--- config.mk ---
export PLATFORM = sky130hd
export DESIGN_NAME = segasys1_prgenc
export DESIGN_NICKNAME = d
export VERILOG_FILES = /design/src/rtl/segasys1_pkg.sv /design/src/rtl/segasys1_encbswp.sv /design/src/rtl/segasys1_prgenc.sv
export SDC_FILE = /design/constraint.sdc
export NUM_CORES = 2
export LEC_CHECK = 0
export CAP_MARGIN = 20
export CORE_UTILIZATION = 44
export CTS_CLUSTER_SIZE = 28
export DETAILED_ROUTE_END_ITERATION = 6
export PLACE_DENSITY_LB_ADDON = 0.3
export SKIP_CTS_REPAIR_TIMING = 1
export SLEW_MARGIN = 30
export SYNTH_ARGS = -nofsm -noshare
export SYNTH_HDL_FRONTEND = slang
export SYNTH_SLANG_ARGS = --single-unit
--- constraint.sdc ---
create_clock -name clk -period 3.9 [get_ports clk]
set_input_delay 0.39 -clock clk [delete_from_list [all_inputs] [get_ports clk]]
set_output_delay 0.39 -clock clk [all_outputs]
set_load 0.005 [all_outputs]
--- src/rtl/segasys1_pkg.sv ---
// rtl/segasys1_pkg.sv - shared constants and helpers for System 1 type-2 program crypto
package segasys1_pkg;

  localparam logic [24:0] TBL_BASE = 25'h2C100;
  localparam int          MAX_SWP  = 23;

  // {A,B,C,D}: ciphertext bit positions receiving y[6], y[4], y[2], y[0]
  localparam logic [0:23][11:0] SWP_PERM = '{
    {3'd6, 3'd4, 3'd2, 3'd0}, {3'd4, 3'd6, 3'd2, 3'd0},
    {3'd2, 3'd4, 3'd6, 3'd0}, {3'd0, 3'd4, 3'd2, 3'd6},
    {3'd6, 3'd2, 3'd4, 3'd0}, {3'd6, 3'd0, 3'd2, 3'd4},
    {3'd6, 3'd4, 3'd0, 3'd2}, {3'd2, 3'd6, 3'd4, 3'd0},
    {3'd4, 3'd2, 3'd6, 3'd0}, {3'd4, 3'd6, 3'd0, 3'd2},
    {3'd6, 3'd0, 3'd4, 3'd2}, {3'd0, 3'd6, 3'd4, 3'd2},
    {3'd4, 3'd0, 3'd6, 3'd2}, {3'd0, 3'd4, 3'd6, 3'd2},
    {3'd6, 3'd2, 3'd0, 3'd4}, {3'd2, 3'd6, 3'd0, 3'd4},
    {3'd0, 3'd6, 3'd2, 3'd4}, {3'd2, 3'd0, 3'd6, 3'd4},
    {3'd0, 3'd2, 3'd6, 3'd4}, {3'd4, 3'd2, 3'd0, 3'd6},
    {3'd2, 3'd4, 3'd0, 3'd6}, {3'd4, 3'd0, 3'd2, 3'd6},
    {3'd2, 3'd0, 3'd4, 3'd6}, {3'd0, 3'd2, 3'd4, 3'd6}
  };

  function automatic logic [6:0] build_ix(input logic m1, input logic [14:0] ad);
    return {ad[14], ad[12], ad[9], ad[6], ad[3], ad[0], ~m1};
  endfunction

endpackage

--- src/rtl/segasys1_encbswp.sv ---
// rtl/segasys1_encbswp.sv - inverse even-bit permutation for the type-2 encryptor
module segasys1_encbswp
  import segasys1_pkg::*;
#(
  parameter int MAX_CODE = MAX_SWP
) (
  input  logic [7:0] code,
  input  logic [7:0] y,
  output logic [7:0] c,
  output logic       err
);

  logic [11:0] perm;

  always_comb begin
    err  = int'(code) > MAX_CODE;
    perm = SWP_PERM[err ? 5'd0 : code[4:0]];
    c    = {y[7], 1'b0, y[5], 1'b0, y[3], 1'b0, y[1], 1'b0};
    c[perm[11:9]] = y[6];
    c[perm[8:6]]  = y[4];
    c[perm[5:3]]  = y[2];
    c[perm[2:0]]  = y[0];
    if (err) c = 8'h00;
  end

endmodule

--- src/rtl/segasys1_prgenc.sv ---
// rtl/segasys1_prgenc.sv - type-2 program ROM encryptor, 2-stage pipeline with downloadable tables
module segasys1_prgenc #(
  parameter logic [24:0] TBL_BASE = segasys1_pkg::TBL_BASE,
  parameter int          MAX_SWP  = segasys1_pkg::MAX_SWP
) (
  input  logic        clk,
  input  logic        reset,
  input  logic [24:0] ROMAD,
  input  logic [7:0]  ROMDT,
  input  logic        ROMEN,
  input  logic        in_valid,
  output logic        in_ready,
  input  logic        in_m1,
  input  logic [14:0] in_ad,
  input  logic [7:0]  in_dt,
  output logic        out_valid,
  input  logic        out_ready,
  output logic [14:0] out_ad,
  output logic [7:0]  out_dt,
  output logic        out_err,
  output logic        tbl_loaded
);
  import segasys1_pkg::*;

  logic        adv, accept;
  logic        xor_we, swp_we, tbl_we;
  logic [6:0]  rix;
  logic [7:0]  xor_mem [128];
  logic [7:0]  swp_mem [128];
  logic [7:0]  xd, sd;
  logic        s1_valid;
  logic [14:0] s1_ad;
  logic [7:0]  s1_dt;
  logic [7:0]  y, c;
  logic        err;
  logic [8:0]  cnt;

  assign adv      = ~out_valid | out_ready;
  assign in_ready = adv & ~ROMEN;
  assign accept   = in_valid & in_ready;
  assign xor_we   = ROMEN & (ROMAD[24:7] == TBL_BASE[24:7]);
  assign swp_we   = ROMEN & (ROMAD[24:7] == TBL_BASE[24:7] + 18'd1);
  assign tbl_we   = xor_we | swp_we;
  assign rix      = build_ix(in_m1, in_ad);

  // Reads return the pre-write contents, and hold while the pipeline is stalled
  always_ff @(posedge clk) begin
    if (xor_we) xor_mem[ROMAD[6:0]] <= ROMDT;
    if (swp_we) swp_mem[ROMAD[6:0]] <= ROMDT;
    if (adv) begin
      xd <= xor_mem[rix];
      sd <= swp_mem[rix];
    end
  end

  assign y = s1_dt ^ xd;

  segasys1_encbswp #(.MAX_CODE(MAX_SWP)) u_bswp (
    .code (sd),
    .y    (y),
    .c    (c),
    .err  (err)
  );

  always_ff @(posedge clk or posedge reset) begin
    if (reset) begin
      s1_valid  <= 1'b0;
      s1_ad     <= '0;
      s1_dt     <= '0;
      out_valid <= 1'b0;
      out_ad    <= '0;
      out_dt    <= '0;
      out_err   <= 1'b0;
    end else if (adv) begin
      s1_valid  <= accept;
      s1_ad     <= in_ad;
      s1_dt     <= in_dt;
      out_valid <= s1_valid;
      if (s1_valid) begin
        out_ad  <= s1_ad;
        out_dt  <= c;
        out_err <= err;
      end
    end
  end

  // A write below the table region marks the start of a fresh download
  always_ff @(posedge clk or posedge reset) begin
    if (reset) begin
      cnt <= '0;
    end else if (ROMEN && (ROMAD < TBL_BASE)) begin
      cnt <= '0;
    end else if (tbl_we && (cnt != 9'd256)) begin
      cnt <= cnt + 9'd1;
    end
  end

  assign tbl_loaded = (cnt == 9'd256);

endmodule

Yosys cells after proc, flatten, opt, wreduce, memory -nomap -nowiden --
Memory sizes are Yosys's and may differ from the RTL's. A register that Yosys moved wholly into a read port is not among the register bits. Index checks and enable logic that the tools add are counted.
Word-level totals: memory bits (read-only) 384, input bits 62, memory bits (writable) 2048, output and inout port bits 27, logic and storage cells 68, register bits after elaboration 58, memories kept 3
Cells by class: bitwise logic cells 11, magnitude comparators 11, reduce and logical (&&, ||, !) cells 8, multiplexer cells 22, add/subtract/negate cells 1, eq/ne operators 4
Memories:
- swp_mem | words 128, width 8, read ports 1, clocked after memory_dff 1, write ports 1, line segasys1_prgenc.sv:29 | logic [7:0] swp_mem [128];
- xor_mem | words 128, width 8, read ports 1, clocked after memory_dff 1, write ports 1, line segasys1_prgenc.sv:28 | logic [7:0] xor_mem [128];
- (no name shown) | words 32, width 12, read ports 1, clocked after memory_dff 0, write ports 0, line segasys1_encbswp.sv:17 | perm = SWP_PERM[err ? 5'd0 : code[4:0]];
Operators with widths (number):
- $eq 18x11->1 const B | 2
- $bwmux 8 | 4
- $lt 25x18->1 const B | 1
- $mux 12 | 2
- $mux 9 | 2
- $lt 3x4->1 const B | 4
- $demux 1 s3 | 4
- $ge 3x1->1 const B | 4
- $add 9x1->9 const B | 1
- $eq 9x9->1 const B | 1
- $ne 9x9->1 const B | 1
- $gt 8x5->1 const B | 1
- $mux 1 | 8
- $mux 8 | 1
- $xor 8x8->8 | 1
- $ge 6x6->1 const B | 1
- $logic_and 1x1->1 | 6
- $not 5->6 | 1
- $mux 5 | 1
- $and 1x1->1 | 4
- $not 1->1 | 3
- $or 1x1->1 | 2
- $reduce_and 2->1 | 1
- $reduce_bool 2->1 | 1

Longest topological paths before layout --
depth after elaboration 15, depth in mapped cells 14, gate-level depth less buffers 12

Modules after synthesis --
A second synthesis with hierarchy kept.
Second synthesis, totals: cells, all modules 3610, area, all modules 82705.6 µm²
By module, submodules not included:
- segasys1_prgenc | sequential area each 63430.8 µm², cells each 3468, area each 81689.6 µm², times used 1
- segasys1_encbswp | sequential area each 0.0 µm², cells each 142, area each 1016.0 µm², times used 1

Least setup slack after synthesis --
Ideal clock, no wire load.
path kind register to register, start reg sd[7] (read register of swp_mem), end reg out_dt[6], library setup time 0.132 ns, data required time 3.768 ns, data arrival time 2.707 ns, period minus slack after synthesis 2.839 ns, stages on the path, launching flop included 14, slack 1.061 ns, path through edfxtp_1 > nor3_1 > clkbuf_1 > nand2_1 > nor2_1 > inv_1 > ha_1 > nor2b_1 > o21ai_0 > a32oi_1 > inv_1 > and2_1 > nor4_1 > a311oi_1
On the way: word-level cells in the longest chain between the ends 15
Ends and longest elaborated chain:
- start, declared | line segasys1_prgenc.sv:30 | logic [7:0] xd, sd;
- $gt 8x5->1 * | line segasys1_encbswp.sv:16 | err = int'(code) > MAX_CODE;
- $mux 5 | line segasys1_encbswp.sv:17
- $not 5->6 | line segasys1_encbswp.sv:17
- $mem_v2 32x12
- $mux 12 (2 in a row) | line segasys1_encbswp.sv:17
- $lt 3x4->1 (implied by the code) or $ge 3x1->1 (tied branches) | line segasys1_encbswp.sv:19 | c[perm[11:9]] = y[6];
- $logic_and 1x1->1 (implied by the code) | line segasys1_encbswp.sv:19
- $mux 1 (implied by the code) | line segasys1_encbswp.sv:19
- $demux 1 s3
- $bwmux 8 | line segasys1_encbswp.sv:19
- $bwmux 8 | line segasys1_encbswp.sv:20 | c[perm[8:6]] = y[4];
- $bwmux 8 | line segasys1_encbswp.sv:21 | c[perm[5:3]] = y[2];
- $bwmux 8 | line segasys1_encbswp.sv:22 | c[perm[2:0]] = y[0];
- $mux 8 * | line segasys1_encbswp.sv:23 | if (err) c = 8'h00;
- end signal, assigned | line segasys1_prgenc.sv:72 | out_dt <= '0;
- end signal, assigned | line segasys1_prgenc.sv:81 | out_dt <= c;
- end, declared | line segasys1_prgenc.sv:19 | output logic [7:0] out_dt,
Mark *: on every way between the ends. The rest lies on a longest branch, timed or not. The select of a mux whose other input is x is not followed. A chain may end at the register's enable or synchronous reset.

Final worst setup path --
Same ends and word-level chain as after synthesis.

==> summary.md <==
* **DR WL met2** 92600 um
* **global-route wire length before repair** 281000 um
* **number of global-route vias before repair** 40400
* **share of layout cells above drive strength 1** 0.311
* **cts bufs inserted** 209
* **die footprint** 190000 um^2
* **slowest cell on the critical path** sky130_fd_sc_hd__o2111ai_1
* **number of antenna violations at the first check in global routing** 2
* **DP Wirelength** 119000 um
* **clock latency on the worst-skew pair** 840 ps
* **root buffer cell** sky130_fd_sc_hd__clkbuf_16
* **CTS H-tree depth** 4
* **synthesis-to-layout area growth** 16.5%
* **Slew @ Worst Pin** 956 ps
* **Peak Freq** 299 MHz
* **Slew headroom** 0.357
* **count of clock tree sinks** 2122
* **wire length per cell after detailed routing** 27.5 um
* **violation count after the first detailed-route iteration** 4551
* **fraction of the yosys area taken by sequential cells** 0.767
* **PD cells** 501 nW/um^2
* **Avg Synthesized Cell Area** 21.9 um^2
* **path type of the worst setup path** reg2reg
* **chip height** 436 um
* **final antenna-violating net count** 0
* **core footprint** 186000 um^2
* **period utilisation layout** 0.858
* **list of cells traversed by the critical path** or3_1 > a21oi_1 > nand2_1 > inv_1 > ha_1 > nor2b_1 > a31oi_1 > o2111ai_1 > and2_1 > nor4_1 > a311oi_1
* **Hold Fails Final Rpt** 41
* **Port Buffers** 88
* **GRT overflow** 0
* **Post-Synthesis Cell Area** 82700 um^2
* **Max VDD drop** 0.509 mV
* **async set-reset flop share out of synthesis** 0.0273
* **Crit path required time** 4630 ps
* **number of endpoints failing setup at the final stage** 0
* **count of placed standard cells in the final layout, fillers left out** 6929
* **Crit. End Element** flop
* **warning count from the yosys run** 0
* **count of flip-flops with a built-in enable after synthesis** 2064
* **TNS Setup** 0 ps
* **number of cells on the worst reg-to-reg path** 11
* **r2r startpoint** sd[7]
* **RePlAce Congestion** 0.837
* **run status** finished, violations left
* **max layer used** met4
* **CTS tree** yes
* **most used flip-flop cell after synthesis** sky130_fd_sc_hd__edfxtp_1
* **post-synthesis instance total** 3769
* **Leak Pwr** 31.0 nW
* **routed length on met1** 80400 um
* **synthesis-stage register bit count** 2122
* **crit path time final** 3350 ps
* **count of different cell masters after synthesis** 63
* **Worst path max stage delay** 570 ps
* **critical path launch point** sd[7]
* **post-detailed-route DRC marker count** 0
* **Post-Synthesis Net Count** 3840
* **Clock Tree Buf Depth** 3
* **sum of routed wire length over all layers** 191000 um
* **final-report max-slew violation count** 0
* **max-cap violations** 0
* **most frequent standard cell in the layout excluding fill and tap cells** sky130_fd_sc_hd__edfxtp_1
* **Worst setup SP type** flop
* **TritonRoute pass-1 iters** 5
* **count of inserted antenna diode cells** 0
* **num ports** 89
* **Cell Count Post-Placement** 6538
* **number of placement rows** 158
* **Initial Utilization** 0.445
* **Avg Vias per Cell** 5.74
* **Die X-Extent** 436 um
* **Post-layout nets** 4342
* **worst min path class** in2async
* **worst slack on hold paths** -27.6 ps
* **RSZ-0062 raised after global routing** false
* **data arrival time of the critical path** 4080 ps
* **CTS clock-pin slew for the worst setup and hold paths** 60 ps
* **vias after detailed routing** 39800
* **commonest non-fill, non-tap cells in the layout** sky130_fd_sc_hd__edfxtp_1 (2064), sky130_fd_sc_hd__mux4_2 (608), sky130_fd_sc_hd__buf_4 (376), sky130_fd_sc_hd__nor2_1 (286), sky130_fd_sc_hd__clkbuf_16 (213)
* **All-Layer GR Usage** 0.202
* **pin count of the biggest net entering global routing** 125
* **Worst Skew** 30.3 ps
* **largest fanout on the critical path** 8
* **wire length on met3** 12700 um
* **violated checks** hold timing
-- state kept, by name (all words and copies together), names as in the netlist, 9 cells and up --
register / flops
swp_mem: 1024
xor_mem: 1024
s1_ad: 15
out_ad: 15
cnt: 9
-- metal layers --
| layer | global-route usage | up-vias |
|---|---|---|
| met1 | 0.283 | 21200 |
| met5 | 0 | - |
| met4 | 0.0609 | 0 |
| met3 | 0.0362 | 283 |
| li1 | - | 16700 |
| met2 | 0.323 | 1550 |
-- logic make-up (layout without fill, tap and decap cells) --
| group | after synthesis | in the layout | synth area share |
|---|---|---|---|
| DFF | 2122 | 2122 | 0.767 |
| muxes | 693 | 693 | 0.176 |
| and+or+nand+nor | 506 | 506 | 0.0257 |
| buffers and inverters | 260 | 940 | 0.0143 |
| AOI/OAI and AO/OA | 161 | 161 | 0.0137 |
| xor gates and xnor gates | 18 | 18 | 0.00191 |
| adders and majority gates | 9 | 9 | 0.00136 |
-- worst max-delay path, delay by kind of cell, from the launching register on --
kind,cells,cell delay (ps)
fa+ha+maj,1,240
simple gates,5,1250
buf+inv,1,170
compound gates,4,1140
flops,1,430
-- Yosys cell counts, drive strengths merged, types with 2 or more instances --
cell / number / share of area
and3b: 2 / 0.00021
a21boi: 3 / 0.00027
a221oi: 48 / 0.0051
and2: 3 / 0.00023
o2111ai: 3 / 0.00032
a22oi: 2 / 0.00018
a31oi: 4 / 0.00030
nand3: 30 / 0.0018
o31ai: 4 / 0.00036
clkbuf: 111 / 0.0050
o211ai: 2 / 0.00018
ha: 9 / 0.0014
mux2: 16 / 0.0022
o31a: 2 / 0.00021
nor3: 6 / 0.00036
o21ai: 48 / 0.0029
o22ai: 17 / 0.0013
nor2: 286 / 0.013
xor2: 9 / 0.00095
xnor2: 9 / 0.00095
nand3b: 3 / 0.00027
nand2b: 8 / 0.00061
inv: 45 / 0.0020
mux4: 608 / 0.17
and3: 2 / 0.00015
or2: 2 / 0.00015
mux2i: 69 / 0.0084
edfxtp: 2064 / 0.75
or3: 3 / 0.00023
nor4: 6 / 0.00045
nand2: 123 / 0.0056
buf: 103 / 0.0072
a21oi: 11 / 0.00067
a311oi: 2 / 0.00021
nor2b: 15 / 0.0011
nor3b: 4 / 0.00042
nand4: 9 / 0.00068
dfrtp: 58 / 0.018
-- cell type report --
cell class | instances | area (um^2)
multi-input cells | 1387 | 18100
clock buffers | 244 | 5490
clock inverters | 145 | 1500
inverters | 46 | 174
flip-flops and latches | 2122 | 63400
repair buffers | 505 | 4580
fillers | 14300 | 89700
well taps | 2480 | 3100
-- stage by stage --
stage | area, um^2 | setup WS, ps | total power (W) | utilization | hold WS, ps
floorplan | 82700 | 1060 | 0.0271 | - | 435
global placement | 89300 | 349 | 0.0284 | 0.480 | 445
detailed placement | 89300 | 250 | 0.0285 | 0.480 | 456
CTS | 96300 | 555 | 0.0487 | 0.518 | -1.43
global route | 96400 | 340 | 0.0497 | 0.518 | 16.9
finish | 96400 | 555 | 0.0483 | 0.518 | -27.6
-- final timing paths --
| kind | end | slack, ps |
|---|---|---|
| max | out_dt[6] | 550 |
| min | cnt[1] | -30 |
| max reg2reg | out_dt[6] | 550 |
| min reg2reg | s1_ad[6] | 460 |
| max in group asynchronous | s1_ad[7] | 3210 |
| min in group clk | xor_mem[52][0] | 50 |
-- power breakdown --
part / switching [W] / leakage [nW] / internal (W) / total [W]
combinational: 0.00153 / 8.29 / 0.00118 / 0.00271
sequential: 0.000112 / 19.3 / 0.0251 / 0.0253
clock: 0.00849 / 3.42 / 0.0119 / 0.0203
Note: power is estimated with default switching activity, not from simulation.
